[config.mk]
export PLATFORM = sky130hd
export DESIGN_NAME = mem_arbiter
export DESIGN_NICKNAME = d
export VERILOG_FILES = /design/src/rtl/mem_arbiter.sv
export SDC_FILE = /design/constraint.sdc
export NUM_CORES = 1
export LEC_CHECK = 0
export ABC_AREA = 1
export CAP_MARGIN = 40
export CORE_MARGIN = 5
export CORE_UTILIZATION = 26
export DETAILED_ROUTE_END_ITERATION = 8
export GPL_TIMING_DRIVEN = 0
export PLACE_DENSITY = 0.95
export RECOVER_POWER = 25
export SKIP_LAST_GASP = 1
export SLEW_MARGIN = 20
export SYNTH_ARGS = -nofsm -noshare
export SYNTH_HDL_FRONTEND = slang
export SYNTH_SLANG_ARGS = --single-unit
[constraint.sdc]
create_clock -name clk -period 2.36 [get_ports clk]
set_input_delay 0.354 -clock clk [delete_from_list [all_inputs] [get_ports clk]]
set_output_delay 0.354 -clock clk [all_outputs]
set_load 0.02 [all_outputs]
[src/rtl/mem_arbiter.sv]
// mem_arbiter
//   Two-master / one-slave memory arbiter. The core's instruction (prefetch)
//   bus and its data (load/store) bus share one external memory port. A grant
//   is registered and held until the slave acks. There is always at least one
//   IDLE cycle between grants. Data requests win arbitration unless
//   DATA_BURST_MAX data grants have completed back to back while an
//   instruction request was waiting; in that case the instruction master wins.
//
//   Optional feature macro: MEM_ARBITER_STATS_EN
//     When defined, adds the 16-bit wrapping completion counters
//     instr_grant_count and data_grant_count.
//
//   Ports
//     clk, reset          system clock, synchronous active-high reset
//     instr_m_*           instruction master (read only)
//     data_m_*            data master (read/write, byte lanes)
//     q_m_*               external memory port
//     *_grant_count       completed grants per master (stats build only)
//
//   state       | meaning
//   ------------+-------------------------------------------------
//   IDLE        | no grant; arbitrate on the next rising edge
//   GRANT_INSTR | memory port driven by instruction master
//   GRANT_DATA  | memory port driven by data master
module mem_arbiter #(
  parameter int DATA_BURST_MAX = 2
) (
  input  logic        clk,
  input  logic        reset,
  input  logic [19:1] instr_m_addr,
  output logic [15:0] instr_m_data_in,
  input  logic        instr_m_access,
  output logic        instr_m_ack,
  input  logic [19:1] data_m_addr,
  output logic [15:0] data_m_data_in,
  input  logic [15:0] data_m_data_out,
  input  logic        data_m_access,
  output logic        data_m_ack,
  input  logic        data_m_wr_en,
  input  logic [1:0]  data_m_bytesel,
  output logic [19:1] q_m_addr,
  input  logic [15:0] q_m_data_in,
  output logic [15:0] q_m_data_out,
  output logic        q_m_access,
  input  logic        q_m_ack,
  output logic        q_m_wr_en,
  output logic [1:0]  q_m_bytesel
`ifdef MEM_ARBITER_STATS_EN
  ,
  output logic [15:0] instr_grant_count,
  output logic [15:0] data_grant_count
`endif
);

  localparam logic [1:0] IDLE        = 2'd0;
  localparam logic [1:0] GRANT_INSTR = 2'd1;
  localparam logic [1:0] GRANT_DATA  = 2'd2;

  localparam logic [2:0] BURST_MAX = 3'(DATA_BURST_MAX);

  logic [1:0] state;
  logic [2:0] burst_cnt;

  logic instr_done;
  logic data_done;

  assign instr_done = (state == GRANT_INSTR) && q_m_ack;
  assign data_done  = (state == GRANT_DATA) && q_m_ack;

  always_ff @(posedge clk) begin
    if (reset) begin
      state     <= IDLE;
      burst_cnt <= 3'd0;
    end else begin
      case (state)
        IDLE: begin
          if (data_m_access && instr_m_access) begin
            // Data normally wins; the burst limit keeps fetches moving.
            state <= (burst_cnt == BURST_MAX) ? GRANT_INSTR : GRANT_DATA;
          end else if (data_m_access) begin
            state <= GRANT_DATA;
          end else if (instr_m_access) begin
            state <= GRANT_INSTR;
          end
        end
        GRANT_INSTR: begin
          if (q_m_ack) begin
            state     <= IDLE;
            burst_cnt <= 3'd0;
          end
        end
        GRANT_DATA: begin
          if (q_m_ack) begin
            state <= IDLE;
            // Only consecutive data grants that actually held off a waiting
            // fetch count toward the limit.
            if (instr_m_access) begin
              if (burst_cnt < BURST_MAX) begin
                burst_cnt <= burst_cnt + 3'd1;
              end
            end else begin
              burst_cnt <= 3'd0;
            end
          end
        end
        default: state <= IDLE;
      endcase
    end
  end

  // The memory port is a pure function of the grant; master fields are not
  // latched, so masters must hold them stable for the whole access.
  always_comb begin
    q_m_access   = 1'b0;
    q_m_addr     = '0;
    q_m_data_out = '0;
    q_m_wr_en    = 1'b0;
    q_m_bytesel  = 2'b00;
    case (state)
      GRANT_INSTR: begin
        q_m_access  = 1'b1;
        q_m_addr    = instr_m_addr;
        q_m_bytesel = 2'b11;
      end
      GRANT_DATA: begin
        q_m_access   = 1'b1;
        q_m_addr     = data_m_addr;
        q_m_data_out = data_m_data_out;
        q_m_wr_en    = data_m_wr_en;
        q_m_bytesel  = data_m_bytesel;
      end
      default: ;
    endcase
  end

  assign instr_m_ack     = instr_done;
  assign data_m_ack      = data_done;
  assign instr_m_data_in = q_m_data_in;
  assign data_m_data_in  = q_m_data_in;

`ifdef MEM_ARBITER_STATS_EN
  always_ff @(posedge clk) begin
    if (reset) begin
      instr_grant_count <= 16'd0;
      data_grant_count  <= 16'd0;
    end else begin
      if (instr_done) instr_grant_count <= instr_grant_count + 16'd1;
      if (data_done)  data_grant_count  <= data_grant_count + 16'd1;
    end
  end
`endif

endmodule
==> impl_results.html <==
<table>
<tr><th>Metric</th><th>Value</th></tr>
<tr><th colspan="2">Critical path</th></tr>
<tr><td>Cell with the most instances on the worst path</td><td>sky130_fd_sc_hd__inv_1</td></tr>
<tr><td>Worst setup path start</td><td>state[0]</td></tr>
<tr><td>Crit path required time</td><td>2.01 ns</td></tr>
<tr><td>Cell breakdown of the critical path</td><td>inv_1 &gt; ha_1 &gt; inv_1 &gt; clkbuf_2 &gt; a21oi_1 &gt; dlygate4sd2_1</td></tr>
<tr><td>Maximum cell stage delay along the critical path</td><td>0.37 ns</td></tr>
<tr><td>R2R setup slack</td><td>0.99 ns</td></tr>
<tr><td>Worst r2r src</td><td>state[0]</td></tr>
<tr><td>Worst reg2reg path depth</td><td>7</td></tr>
<tr><td>Biggest fanout along the worst timing path</td><td>10</td></tr>
<tr><td>Worst reg2reg endpoint</td><td>state[1]</td></tr>
<tr><td>Kind of critical path</td><td>flip-flop to output pin</td></tr>
<tr><td>Type of element capturing the critical path</td><td>output pin</td></tr>
<tr><td>Data arrival time at the worst-slack endpoint</td><td>1.85 ns</td></tr>
<tr><td>Worst Setup Start Kind</td><td>flip-flop</td></tr>
<tr><td>Slowest stage cell, crit path</td><td>sky130_fd_sc_hd__dfxtp_1</td></tr>
<tr><th colspan="2">GRT</th></tr>
<tr><td>Largest net degree at the start of global routing</td><td>11</td></tr>
<tr><td>Antenna violations before repair</td><td>0</td></tr>
<tr><td>Via count of the first global-routing pass</td><td>1630</td></tr>
<tr><td>Remaining Overflow, GRT</td><td>0</td></tr>
<tr><td>Global-route wire length before repair</td><td>7170 um</td></tr>
<tr><td>Global router's overall resource usage</td><td>16.6%</td></tr>
<tr><th colspan="2">Cells and area</th></tr>
<tr><td>Post-route core utilization</td><td>62.6%</td></tr>
<tr><td>Post-synthesis to final-layout area growth</td><td>132%</td></tr>
<tr><td>Share of final-layout standard cells stronger than drive strength 1</td><td>13.9%</td></tr>
<tr><td>Antenna diodes</td><td>0</td></tr>
<tr><td>Sequential Area</td><td>100 um^2</td></tr>
<tr><td>Footprint of the multi-input gates</td><td>574 um^2</td></tr>
<tr><td>Nets</td><td>425</td></tr>
<tr><td>Final-layout fill cell count</td><td>363</td></tr>
<tr><th colspan="2">Synth</th></tr>
<tr><td>Ranking of synthesized cells by instance count</td><td>sky130_fd_sc_hd__nand2_1, sky130_fd_sc_hd__buf_4, sky130_fd_sc_hd__inv_1, sky130_fd_sc_hd__a21oi_1, sky130_fd_sc_hd__nand3_1</td></tr>
<tr><td>Predominant post-synthesis flop cell</td><td>sky130_fd_sc_hd__dfxtp_1</td></tr>
<tr><td>Sequential cell area fraction in the yosys report</td><td>9.28%</td></tr>
<tr><td>Share of async-settable or async-resettable flops after synthesis</td><td>0%</td></tr>
<tr><td>Number of synthesized register bits</td><td>5</td></tr>
<tr><td>Synthesized net count</td><td>286</td></tr>
<tr><td>Synth Instances</td><td>201</td></tr>
<tr><td>Dominant cells by area after synthesis</td><td>sky130_fd_sc_hd__nand2_1, sky130_fd_sc_hd__buf_4, sky130_fd_sc_hd__a21oi_1</td></tr>
<tr><td>Total of warnings raised by yosys</td><td>0</td></tr>
<tr><td>Number of synthesized flops with an enable pin</td><td>0</td></tr>
<tr><td>Average instance area after synthesis</td><td>5.37 um^2</td></tr>
<tr><td>Top cell type by total area after synthesis</td><td>sky130_fd_sc_hd__nand2_1</td></tr>
<tr><td>Post-synth top area share</td><td>25.8%</td></tr>
<tr><td>Post-Syn Area</td><td>1080 um^2</td></tr>
<tr><td>Unique cell type count in the Yosys netlist</td><td>14</td></tr>
<tr><td>Cell with the most instances after synthesis</td><td>sky130_fd_sc_hd__nand2_1</td></tr>
<tr><th colspan="2">CTS</th></tr>
<tr><td>Clock tree from TritonCTS</td><td>yes</td></tr>
<tr><td>Skew-Pair Late Insertion Delay</td><td>0.23 ns</td></tr>
<tr><td>Post CTS Setup Buffer Count</td><td>0</td></tr>
<tr><td>Root buffer cell</td><td>sky130_fd_sc_hd__clkbuf_8</td></tr>
<tr><td>H-tree lvl count</td><td>1</td></tr>
<tr><td>Cts repair resizes</td><td>22</td></tr>
<tr><td>Number of sinks driven by the clock tree</td><td>5</td></tr>
<tr><td>Clock transition at path regs</td><td>0.04 ns</td></tr>
<tr><td>CTS Buf Count</td><td>3</td></tr>
<tr><td>Cts hold-fix bufs</td><td>0</td></tr>
<tr><td>Clock Tree Buf Depth</td><td>2</td></tr>
<tr><th colspan="2">Routing</th></tr>
<tr><td>Via total after detailed routing</td><td>1644</td></tr>
<tr><td>Total Wirelength</td><td>4960 um</td></tr>
<tr><td>DRC</td><td>0</td></tr>
<tr><td>First DRT Iteration DRCs</td><td>41</td></tr>
<tr><td>ANT nets after route</td><td>0</td></tr>
<tr><td>Post-detailed-route via-to-cell ratio</td><td>4.23</td></tr>
<tr><td>Routed wire per std cell</td><td>12.8 um</td></tr>
<tr><td>Detailed-router iteration count before antenna repair</td><td>4</td></tr>
<tr><th colspan="2">Timing</th></tr>
<tr><td>Slew @ Worst Pin</td><td>0.249 ns</td></tr>
<tr><td>Final worst clock skew</td><td>0.00622 ns</td></tr>
<tr><td>Final Max Slew Viols</td><td>0</td></tr>
<tr><td>Final Hold Fails</td><td>0</td></tr>
<tr><td>Share of the cycle needed by the critical path after routing</td><td>93.4%</td></tr>
<tr><td>RSZ-0062 raised after global routing</td><td>false</td></tr>
<tr><td>Total Negative Setup Slacks</td><td>0 ns</td></tr>
<tr><td>Worst slew margin</td><td>83.4%</td></tr>
<tr><td>Final setup violation count</td><td>0</td></tr>
<tr><td>Minimum clock period after layout</td><td>2.20 ns</td></tr>
<tr><td>Highest clock rate</td><td>0.454 GHz</td></tr>
<tr><th colspan="2">Worst hold path</th></tr>
<tr><td>Number of cells on the worst hold path</td><td>2</td></tr>
<tr><td>Endpoint with the worst hold slack</td><td>burst_cnt[0]</td></tr>
<tr><td>Start point of the worst hold path</td><td>burst_cnt[0]</td></tr>
<tr><td>Class of the tightest hold or removal check</td><td>flip-flop to flip-flop</td></tr>
<tr><th colspan="2">Floorplanning</th></tr>
<tr><td>Y dimension of the die</td><td>74.4 um</td></tr>
<tr><td>Total die area</td><td>5540 um^2</td></tr>
<tr><td>Die X</td><td>74.4 um</td></tr>
<tr><td>Number of top-level pins</td><td>151</td></tr>
<tr><td>Core footprint</td><td>4000 um^2</td></tr>
<tr><td>Starting Density</td><td>27.0%</td></tr>
<tr><td>Std-Cell Rows</td><td>23</td></tr>
<tr><th colspan="2">Placement</th></tr>
<tr><td>Routability cong.</td><td>0.856</td></tr>
<tr><td>HPWL after detailed placement</td><td>4420 um</td></tr>
<tr><td># port buffers</td><td>134</td></tr>
<tr><th colspan="2">Pwr</th></tr>
<tr><td>Worst-case vdd ir drop</td><td>208 uV</td></tr>
<tr><td>Leakage power</td><td>0.00128 uW</td></tr>
<tr><td>Total power consumption of the routed design</td><td>737 uW</td></tr>
<tr><td>Power per cell area</td><td>294 nW/um^2</td></tr>
<tr><th colspan="2">Outcome</th></tr>
<tr><td>Result of the run</td><td>finished, final reports clean</td></tr>
<tr><th colspan="2">Flow run</th></tr>
<tr><td>Max-cap violations</td><td>0</td></tr>
</table>
cell usage in the layout, fill, tap and decap left out, drive strengths merged:
master and instances:
a21oi 25, nand2 75, clkdlybuf4s50 94, nor2 8, clkbuf 7, dlygate4sd2 19, nand3 8, clkinv 1
ha 7, dlymetal6s2s 1, inv 32, buf 38, dfxtp 5, dlygate4sd3 19
flip-flops by register name (all words and copies together), names as in the netlist:
register,count
burst_cnt,3
state,2
power breakdown:
part | switching [uW] | leakage [uW] | internal, uW | total (uW)
clock network | 48.9 | 0.0000228 | 117 | 165
logic | 227 | 0.00121 | 253 | 480
registers | 3.12 | 0.0000406 | 88.4 | 91.5
kinds of logic after synthesis:
group / synth area share, %
simple gates: 33.5
buf+inv: 37.5
compound gates: 11.6
fa+ha+maj: 8.12
flops: 9.28
how the worst max path moves through the flow:
stage	end	slack [ns]	cells after the start
floorplan	q_m_addr[10]	0.52	5
finish	q_m_addr[3]	0.16	6
global placement	q_m_addr[8]	0.02	6
detailed placement	q_m_addr[3]	0.04	6
global route	q_m_addr[13]	0.002	6
CTS	q_m_bytesel[0]	0.05	6
stage by stage:
step	cells	setup WS [ns]	cell area, um^2	hold slack, ns
after detailed placement	385	0.0398	2480	0.503
after global routing	389	0.00209	2500	0.543
after global placement	385	0.0189	2480	0.489
final	389	0.156	2500	0.500
after CTS	389	0.0546	2500	0.500
after floorplan	201	0.524	1080	0.423
layer usage:
metal	GRT usage, %	share of wire (%)	up-vias
met5	0	0	-
met4	6.13	2.9	0
met3	4.86	11	14
met2	31.8	53	89
met1	16.7	33	696
li1	-	-	845
final cells by class:
cell class | count | share of cell area [%]
inverters | 33 | 4.95
well taps | 50 | 2.50
multi-input cells | 123 | 22.9
clock buffers | 4 | 1.80
flip-flops and latches | 5 | 4.00
repair buffers | 134 | 52.5
plain buffers | 40 | 11.3
worst max-delay path: cells and delay by family, from the launching register on:
family / cells / cell delay (ns)
buffers and inverters: 4 / 0.73
flip-flops: 1 / 0.37
adder cells (fa/ha/maj): 1 / 0.35
AO/OA/AOI/OAI: 1 / 0.16
No activity file was read; power rests on OpenSTA's default activity.
